### src/rtl/tdc_measure_ctrl.sv
// Single-channel TDC measurement sequencer: arms the FF columns, counts coarse clocks between hits,
// latches the decoder fine bins and presents one interval word. Optional macro: TDC_AUTO_REARM_EN.
module tdc_measure_ctrl #(
  parameter int NUM_BINS    = 256,
  parameter int BITS_DECO   = 8,
  parameter int COARSE_BITS = 12,
  parameter int DECODE_LAT  = 2
) (
  input  logic                             wClk,
  input  logic                             wRst,
  input  logic                             wArm,
  input  logic                             wStartHit,
  input  logic                             wStopHit,
  input  logic [BITS_DECO-1:0]             wStartBin,
  input  logic [BITS_DECO-1:0]             wStopBin,
  output logic                             wCaptureEn,
  output logic                             wBusy,
  output logic                             wValid,
  input  logic                             wReady,
  output logic [COARSE_BITS+BITS_DECO:0]   wTime,
  output logic [COARSE_BITS-1:0]           wCoarse,
  output logic                             wTimeout,
  output logic                             wErr,
  output logic [2:0]                       wDbgState
);

  localparam int TW = COARSE_BITS + BITS_DECO + 1;
  localparam int SW = TW + 1;

  typedef enum logic [2:0] {
    S_IDLE   = 3'd0,
    S_ARMED  = 3'd1,
    S_RUN    = 3'd2,
    S_SETTLE = 3'd3,
    S_OUT    = 3'd4
  } state_t;

  state_t                  r_state;
  state_t                  w_state_n;

  logic [COARSE_BITS-1:0]  r_cnt;
  logic [COARSE_BITS-1:0]  w_k;
  logic [COARSE_BITS-1:0]  r_coarse_lat;
  logic [DECODE_LAT-1:0]   r_start_pipe;
  logic [DECODE_LAT-1:0]   r_stop_pipe;
  logic [BITS_DECO-1:0]    r_start_bin;
  logic [BITS_DECO-1:0]    r_stop_bin;
  logic                    r_start_ok;
  logic                    r_stop_ok;
  logic [TW-1:0]           r_time;
  logic [COARSE_BITS-1:0]  r_coarse_out;
  logic                    r_timeout;
  logic                    r_err;

  logic                    w_start_acc;
  logic                    w_stop_acc;
  logic                    w_timeout_hit;
  logic                    w_compute;
  logic                    w_handshake;
  logic                    w_clear;
  logic                    w_start_due;
  logic                    w_stop_due;
  logic [SW-1:0]           w_diff;
  logic                    w_neg;
  logic                    w_bin_zero;

  // w_k is the number of cycles since the accepted start pulse, valid while in RUN.
  assign w_k         = r_cnt + COARSE_BITS'(1);
  assign w_start_due = r_start_pipe[DECODE_LAT-1];
  assign w_stop_due  = r_stop_pipe[DECODE_LAT-1];

  assign w_diff     = SW'(r_coarse_lat) * SW'(NUM_BINS) + SW'(r_start_bin) - SW'(r_stop_bin);
  assign w_neg      = w_diff[SW-1];
  assign w_bin_zero = (r_start_bin == '0) || (r_stop_bin == '0);

  always_ff @(posedge wClk) begin
    if (wRst) r_state <= S_IDLE;
    else      r_state <= w_state_n;
  end

  // Result handshake: the word transfers on a clock edge where wValid && wReady; while wValid is
  // high and wReady low, wTime/wCoarse/wTimeout/wErr hold and wValid stays high.
  always_comb begin
    w_state_n     = r_state;
    w_start_acc   = 1'b0;
    w_stop_acc    = 1'b0;
    w_timeout_hit = 1'b0;
    w_compute     = 1'b0;
    w_handshake   = 1'b0;
    w_clear       = 1'b0;
    case (r_state)
      S_IDLE: begin
        if (wArm) begin
          w_clear   = 1'b1;
          w_state_n = S_ARMED;
        end
      end
      S_ARMED: begin
        if (wStartHit) begin
          w_start_acc = 1'b1;
          if (wStopHit) begin
            w_stop_acc = 1'b1;
            w_state_n  = S_SETTLE;
          end else begin
            w_state_n  = S_RUN;
          end
        end
      end
      S_RUN: begin
        if (wStopHit) begin
          w_stop_acc = 1'b1;
          w_state_n  = S_SETTLE;
        end else if (&w_k) begin
          w_timeout_hit = 1'b1;
          w_state_n     = S_OUT;
        end
      end
      S_SETTLE: begin
        if (r_start_ok && r_stop_ok) begin
          w_compute = 1'b1;
          w_state_n = S_OUT;
        end
      end
      S_OUT: begin
        if (wReady) begin
          w_handshake = 1'b1;
`ifdef TDC_AUTO_REARM_EN
          w_clear   = 1'b1;
          w_state_n = S_ARMED;
`else
          w_state_n = S_IDLE;
`endif
        end
      end
      default: w_state_n = S_IDLE;
    endcase
  end

  always_ff @(posedge wClk) begin
    if (wRst) begin
      r_cnt        <= '0;
      r_coarse_lat <= '0;
      r_start_pipe <= '0;
      r_stop_pipe  <= '0;
      r_start_bin  <= '0;
      r_stop_bin   <= '0;
      r_start_ok   <= 1'b0;
      r_stop_ok    <= 1'b0;
      r_time       <= '0;
      r_coarse_out <= '0;
      r_timeout    <= 1'b0;
      r_err        <= 1'b0;
    end else begin
      // Each accepted hit walks its own pipe so the bins are sampled exactly DECODE_LAT later.
      r_start_pipe <= (r_start_pipe << 1) | DECODE_LAT'(w_start_acc);
      r_stop_pipe  <= (r_stop_pipe << 1) | DECODE_LAT'(w_stop_acc);

      if (w_clear) begin
        r_start_ok <= 1'b0;
        r_stop_ok  <= 1'b0;
      end
      if (w_start_due) begin
        r_start_bin <= wStartBin;
        r_start_ok  <= 1'b1;
      end
      if (w_stop_due) begin
        r_stop_bin <= wStopBin;
        r_stop_ok  <= 1'b1;
      end

      if (w_start_acc)         r_cnt <= '0;
      else if (r_state == S_RUN) r_cnt <= w_k;

      if (w_stop_acc) r_coarse_lat <= (r_state == S_ARMED) ? '0 : w_k;

      if (w_compute) begin
        r_time       <= w_neg ? '0 : w_diff[TW-1:0];
        r_coarse_out <= r_coarse_lat;
        r_timeout    <= 1'b0;
        r_err        <= w_neg || w_bin_zero;
      end else if (w_timeout_hit) begin
        r_time       <= '1;
        r_coarse_out <= '1;
        r_timeout    <= 1'b1;
        r_err        <= 1'b0;
      end else if (w_handshake) begin
        r_timeout    <= 1'b0;
        r_err        <= 1'b0;
      end
    end
  end

  assign wCaptureEn = (r_state == S_ARMED) || (r_state == S_RUN);
  assign wBusy      = (r_state != S_IDLE);
  assign wValid     = (r_state == S_OUT);
  assign wTime      = r_time;
  assign wCoarse    = r_coarse_out;
  assign wTimeout   = r_timeout;
  assign wErr       = r_err;
  assign wDbgState  = r_state;

  a_stall_hold: assert property (@(posedge wClk) disable iff (wRst)
    (wValid && !wReady) |=> (wValid && $stable(wTime) && $stable(wCoarse)
                             && $stable(wTimeout) && $stable(wErr)));

  a_flags_excl: assert property (@(posedge wClk) disable iff (wRst) !(wTimeout && wErr));

endmodule

### config.mk
export PLATFORM = sky130hd
export DESIGN_NAME = tdc_measure_ctrl
export DESIGN_NICKNAME = d
export VERILOG_FILES = /design/src/rtl/tdc_measure_ctrl.sv
export SDC_FILE = /design/constraint.sdc
export NUM_CORES = 1
export LEC_CHECK = 0
export ABC_CLOCK_PERIOD_IN_PS = 3000
export CORE_MARGIN = 5
export CORE_UTILIZATION = 40
export DETAILED_ROUTE_END_ITERATION = 8
export GPL_TIMING_DRIVEN = 0
export SLEW_MARGIN = 20
export SYNTH_ARGS = -nofsm -noshare
export SYNTH_HDL_FRONTEND = slang
export SYNTH_SLANG_ARGS = --single-unit
export TNS_END_PERCENT = 20
### constraint.sdc
create_clock -name wClk -period 3 [get_ports wClk]
set_input_delay 0.6 -clock wClk [delete_from_list [all_inputs] [get_ports wClk]]
set_output_delay 0.6 -clock wClk [all_outputs]
set_load 0.03 [all_outputs]
# After elaboration in Yosys (flattened, before gate mapping)
# Cells that the tools add are included.
[classes]
add_sub_neg = 3
n_eq_ne = 9
mux = 35
n_bitwise = 2
n_reduce_logical = 17
[ops]
columns = ["operator", "n"]
rows = [
  ["21-bit two-way mux", 3],
  ["12-bit two-way mux", 3],
  ["21-bit by 8-bit subtractor with 22-bit output", 1],
  ["20-bit by 8-bit adder with 21-bit output", 1],
  ["1-bit two-way mux", 21],
  ["3-bit two-way mux", 6],
  ["8-bit logical NOT", 2],
  ["3-bit one-hot mux with 5 select lines", 1],
  ["12-bit by 1-bit adder with 12-bit output, second input constant", 1],
  ["12-bit AND reduction", 1],
  ["2-bit nonzero test", 4],
  ["3-bit by 2-bit == test with 1-bit output, second input constant", 2],
  ["2-bit != test, second input constant", 3],
  ["3-bit nonzero test", 2],
  ["5-bit AND reduction", 1],
  ["2-bit by 1-bit bitwise OR with 2-bit output", 2],
  ["2-bit OR reduction", 2],
  ["3-bit by 1-bit == test with 1-bit output, second input constant", 1],
  ["3-bit == test, second input constant", 1],
  ["3-bit logical NOT", 1],
  ["1-bit logical OR", 3],
  ["3-bit != test, second input constant", 1],
  ["2-bit by 1-bit != test with 1-bit output, second input constant", 1],
  ["1-bit one-hot mux with 2 select lines", 1],
  ["1-bit logical AND", 1],
]
[totals]
reg_bits = 84
inputBits = 22
out_inout_bits = 41
elab_cells = 79

# Logic depth before layout (Yosys ltp)
[logic_depth]
word_depth = 7
ltp_mapped = 10
ltp_nobuf = 10

# Worst setup path after synthesis
# No wires, ideal clock.
[synth_path]
path_type = "reg2out"
start = "register r_state[2], in the netlist wDbgState[2]"
end = "output wValid"
t_arrival_ns = 1.747
required_ns = 2.400
path_slack_ns = 0.653
path_stages_with_launch = 3
path_buffers = 1
cell_sequence = "dfxtp_1 clkbuf_1 nor3b_1"
[synth_between]
elab_chain_len = 1
[synth_lines]
columns = ["element", "line", "source"]
rows = [
  ["start: declaration", "38", "state_t r_state;"],
  ["start signal: assignment", "78", "else r_state <= w_state_n;"],
  ["3-bit == test", "195", "assign wValid = (r_state == S_OUT);"],
  ["end: declaration", "18", "output logic wValid,"],
]
# No other way between the ends.

# Worst setup path after layout
# Ends and elaborated chain as after synthesis.

==> reports/results.ini <==
[job]
max_cap_viol_count=0

[grt]
antenna_found_initial=0
grt_max_degree=14
grt_pass1_vias=3640
track_usage_pct=17.6
grt_pass1_wl_mm=18.7
grt_overflow_total=0

[timing]
rsz0062_at_grt=no
fmax_mhz=356
fin_crit_ns=2.81
fin_skew_ns=0.00691
slew_viol_final=0
worst_pin_slew_ns=1.04
finalSetupTns_ns=0
setup_viol=0
hold_violations=0
fin_crit_sh_pct=93.6
relSlewSlack_pct=30.0

[critical_path]
cpPeakStageDelay_ns=0.72
crit_chain=clkbuf_1 -> nor3b_2 -> clkdlybuf4s50_1
worst_setup_path_end_kind=primary output
worstPathMaxFanout=10
worstSetupStartpointType=register
critPathRequiredTime_ns=2.40
crit_arrival_ns=2.21
slowest_stage=clkdlybuf4s50_1
crit_buf_inv=2
cp_top_family=buffers and inverters
path_class=reg -> out

[die]
dieArea_um2=13200
die_h_um=115
initial_utilization_pct=40.8
io_pins=63
die_w_um=115
rows=38
core_area_um2=10800

[layout]
drive_above_1_share_pct=10.4
register_area_um2=1680
syn_to_final_growth_pct=22.2
final_net_count=614
final_cells=725
filler_cell_count=1064
multiInputGateArea_um2=2450
antenna_cells=0
final_area_um2=5380

[power_and_ir_drop]
vdd_drop_max_uv=285
power_density_nw_per_um2=406
p_leak_nw=1.95

[routing]
drt-initial-drc-count=215
antenna_left=0
wl_per_cell_um=15.8
wl_met3_um=656
top_layer=met4
postRouteWirelength_mm=11.5
firstDrtPassIters=4
drt-vias-per-instance=5.42
wl_met2_mm=5.35
drc=0
vias=3927
met1_length_mm=5.33

[cts]
h-tree-depth=3
numCtsBuffers=9
cts_sinks=84
cts_hold_buffers=0
tritoncts=yes
clk_latency_ns=0.36
clockBufferDepth=2
cts.repair.resized=0
cts_setup_buffers=0
clk_pin_slew_ns=0.08
cts-root-buf=clkbuf_8

[placement]
placed_area_um2=5200
dp.cells=710
place_congestion=0.897
io_buffers=62
dpl.hpwl_mm=8.72

[logic_synthesis]
synth_top_area_share_pct=38.2
syn-num-nets=541
async_flop_share_pct=0
yosys.area.top_type=dfxtp_1
synth_cells=508
synthTopCellsByArea=dfxtp_1 38%, nor2_1 6.0%, mux2i_1 4.8%, nor3_2 3.4%, o311a_1 3.2%
synth_most_common_cell=dfxtp_1
ys_ff_latch=84
synth_flop_cell=dfxtp_1
synth-edff-count=0
synthDistinctLibCells=62
ys_seq_area_share_pct=38.2
ys_warn_count=0
syn_avg_cell_area_um2=8.67
syn-cell-area_um2=4400
synthTopCellsByCount=84 x dfxtp_1, 70 x nor2_1, 28 x nand2_1

[hold_path]
min_path_type=reg -> reg

[run_status]
status=completed

-- state kept, by name, summed over array words and instances (netlist names) --
register / count
r_start_pipe: 2
r_stop_bin: 8
wTime: 21
r_cnt: 12
wErr: 1
r_start_bin: 8
wDbgState: 3
r_stop_ok: 1
wTimeout: 1
wCoarse: 12
r_start_ok: 1
r_stop_pipe: 2
r_coarse_lat: 12
-- area by class of cell --
type                    instances  area share [%]
repair buffers                 62            11.5
well taps                     140            3.26
clock buffers                  11            2.81
inverters                      23            1.60
flip-flops and latches         84            31.2
multi-input cells             363            45.6
plain buffers                  38            3.49
clock inverters                 4           0.465
-- cell families after synthesis --
kind of cell	after synthesis	share of synthesized area, %
AO/OA/AOI/OAI	107	18.1
XOR/XNOR	26	5.17
buffers and inverters	61	6.22
adder cells (fa/ha/maj)	11	3.30
flip-flops	84	38.2
AND/OR/NAND/NOR	198	24.2
multiplexers	21	4.77
-- routing by layer --
layer / vias to the layer above / GRT usage (%)
li1: 1967 / -
met1: 1839 / 23.9
met2: 108 / 28.1
met3: 13 / 4.00
met4: 0 / 4.93
met5: - / 0
-- final timing paths --
kind,startpoint,to,slack [ns],depth (start not counted)
max,wDbgState[2],wValid,0.19,3
min,r_start_pipe[0],r_start_pipe[1],0.45,1
max reg2reg,r_stop_bin[1],wTime[6],0.47,9
min reg2reg,r_start_pipe[0],r_start_pipe[1],0.45,1
-- power breakdown --
group	internal [mW]	switching, mW	total (mW)
clock	0.338	0.398	0.736
combinational	0.129	0.183	0.311
sequential	1.13	0.0128	1.14
total	1.59	0.593	2.19
-- layout by cell type (no fill, tap or decap), types with 4 or more instances in the layout --
master           instances
buf_1                    4
a211oi_2                 5
clkbuf_8                11
a22oi_1                 10
o21ai_0                 11
inv_1                   23
nand3b_1                 4
ha_1                    10
o21ai_1                 11
buf_4                    4
nand2b_1                 4
buf_2                    6
xor2_1                  11
a21oi_1                 25
o311a_1                 14
nor3_2                  15
nor3_1                  22
nor4_1                   7
or3_1                    7
mux2i_1                 21
nor2_1                  70
nand2_1                 28
clkbuf_1                21
nand4_1                  5
clkdlybuf4s50_1         62
dfxtp_1                 84
nand3_1                 12
xnor2_1                 15
-- stage by stage --
stage               setup WS (ns)  hold WS (ns)  utilization (%)  power, mW
floorplan                   0.653         0.414                -       1.38
global placement            0.487         0.428             48.2       1.47
detailed placement          0.479         0.432             48.2       1.47
CTS                        0.0665         0.446             49.8       2.21
global route               0.0342         0.453             49.9       2.28
finish                      0.191         0.446             49.9       2.19
No activity file was read; power rests on OpenSTA's default activity.
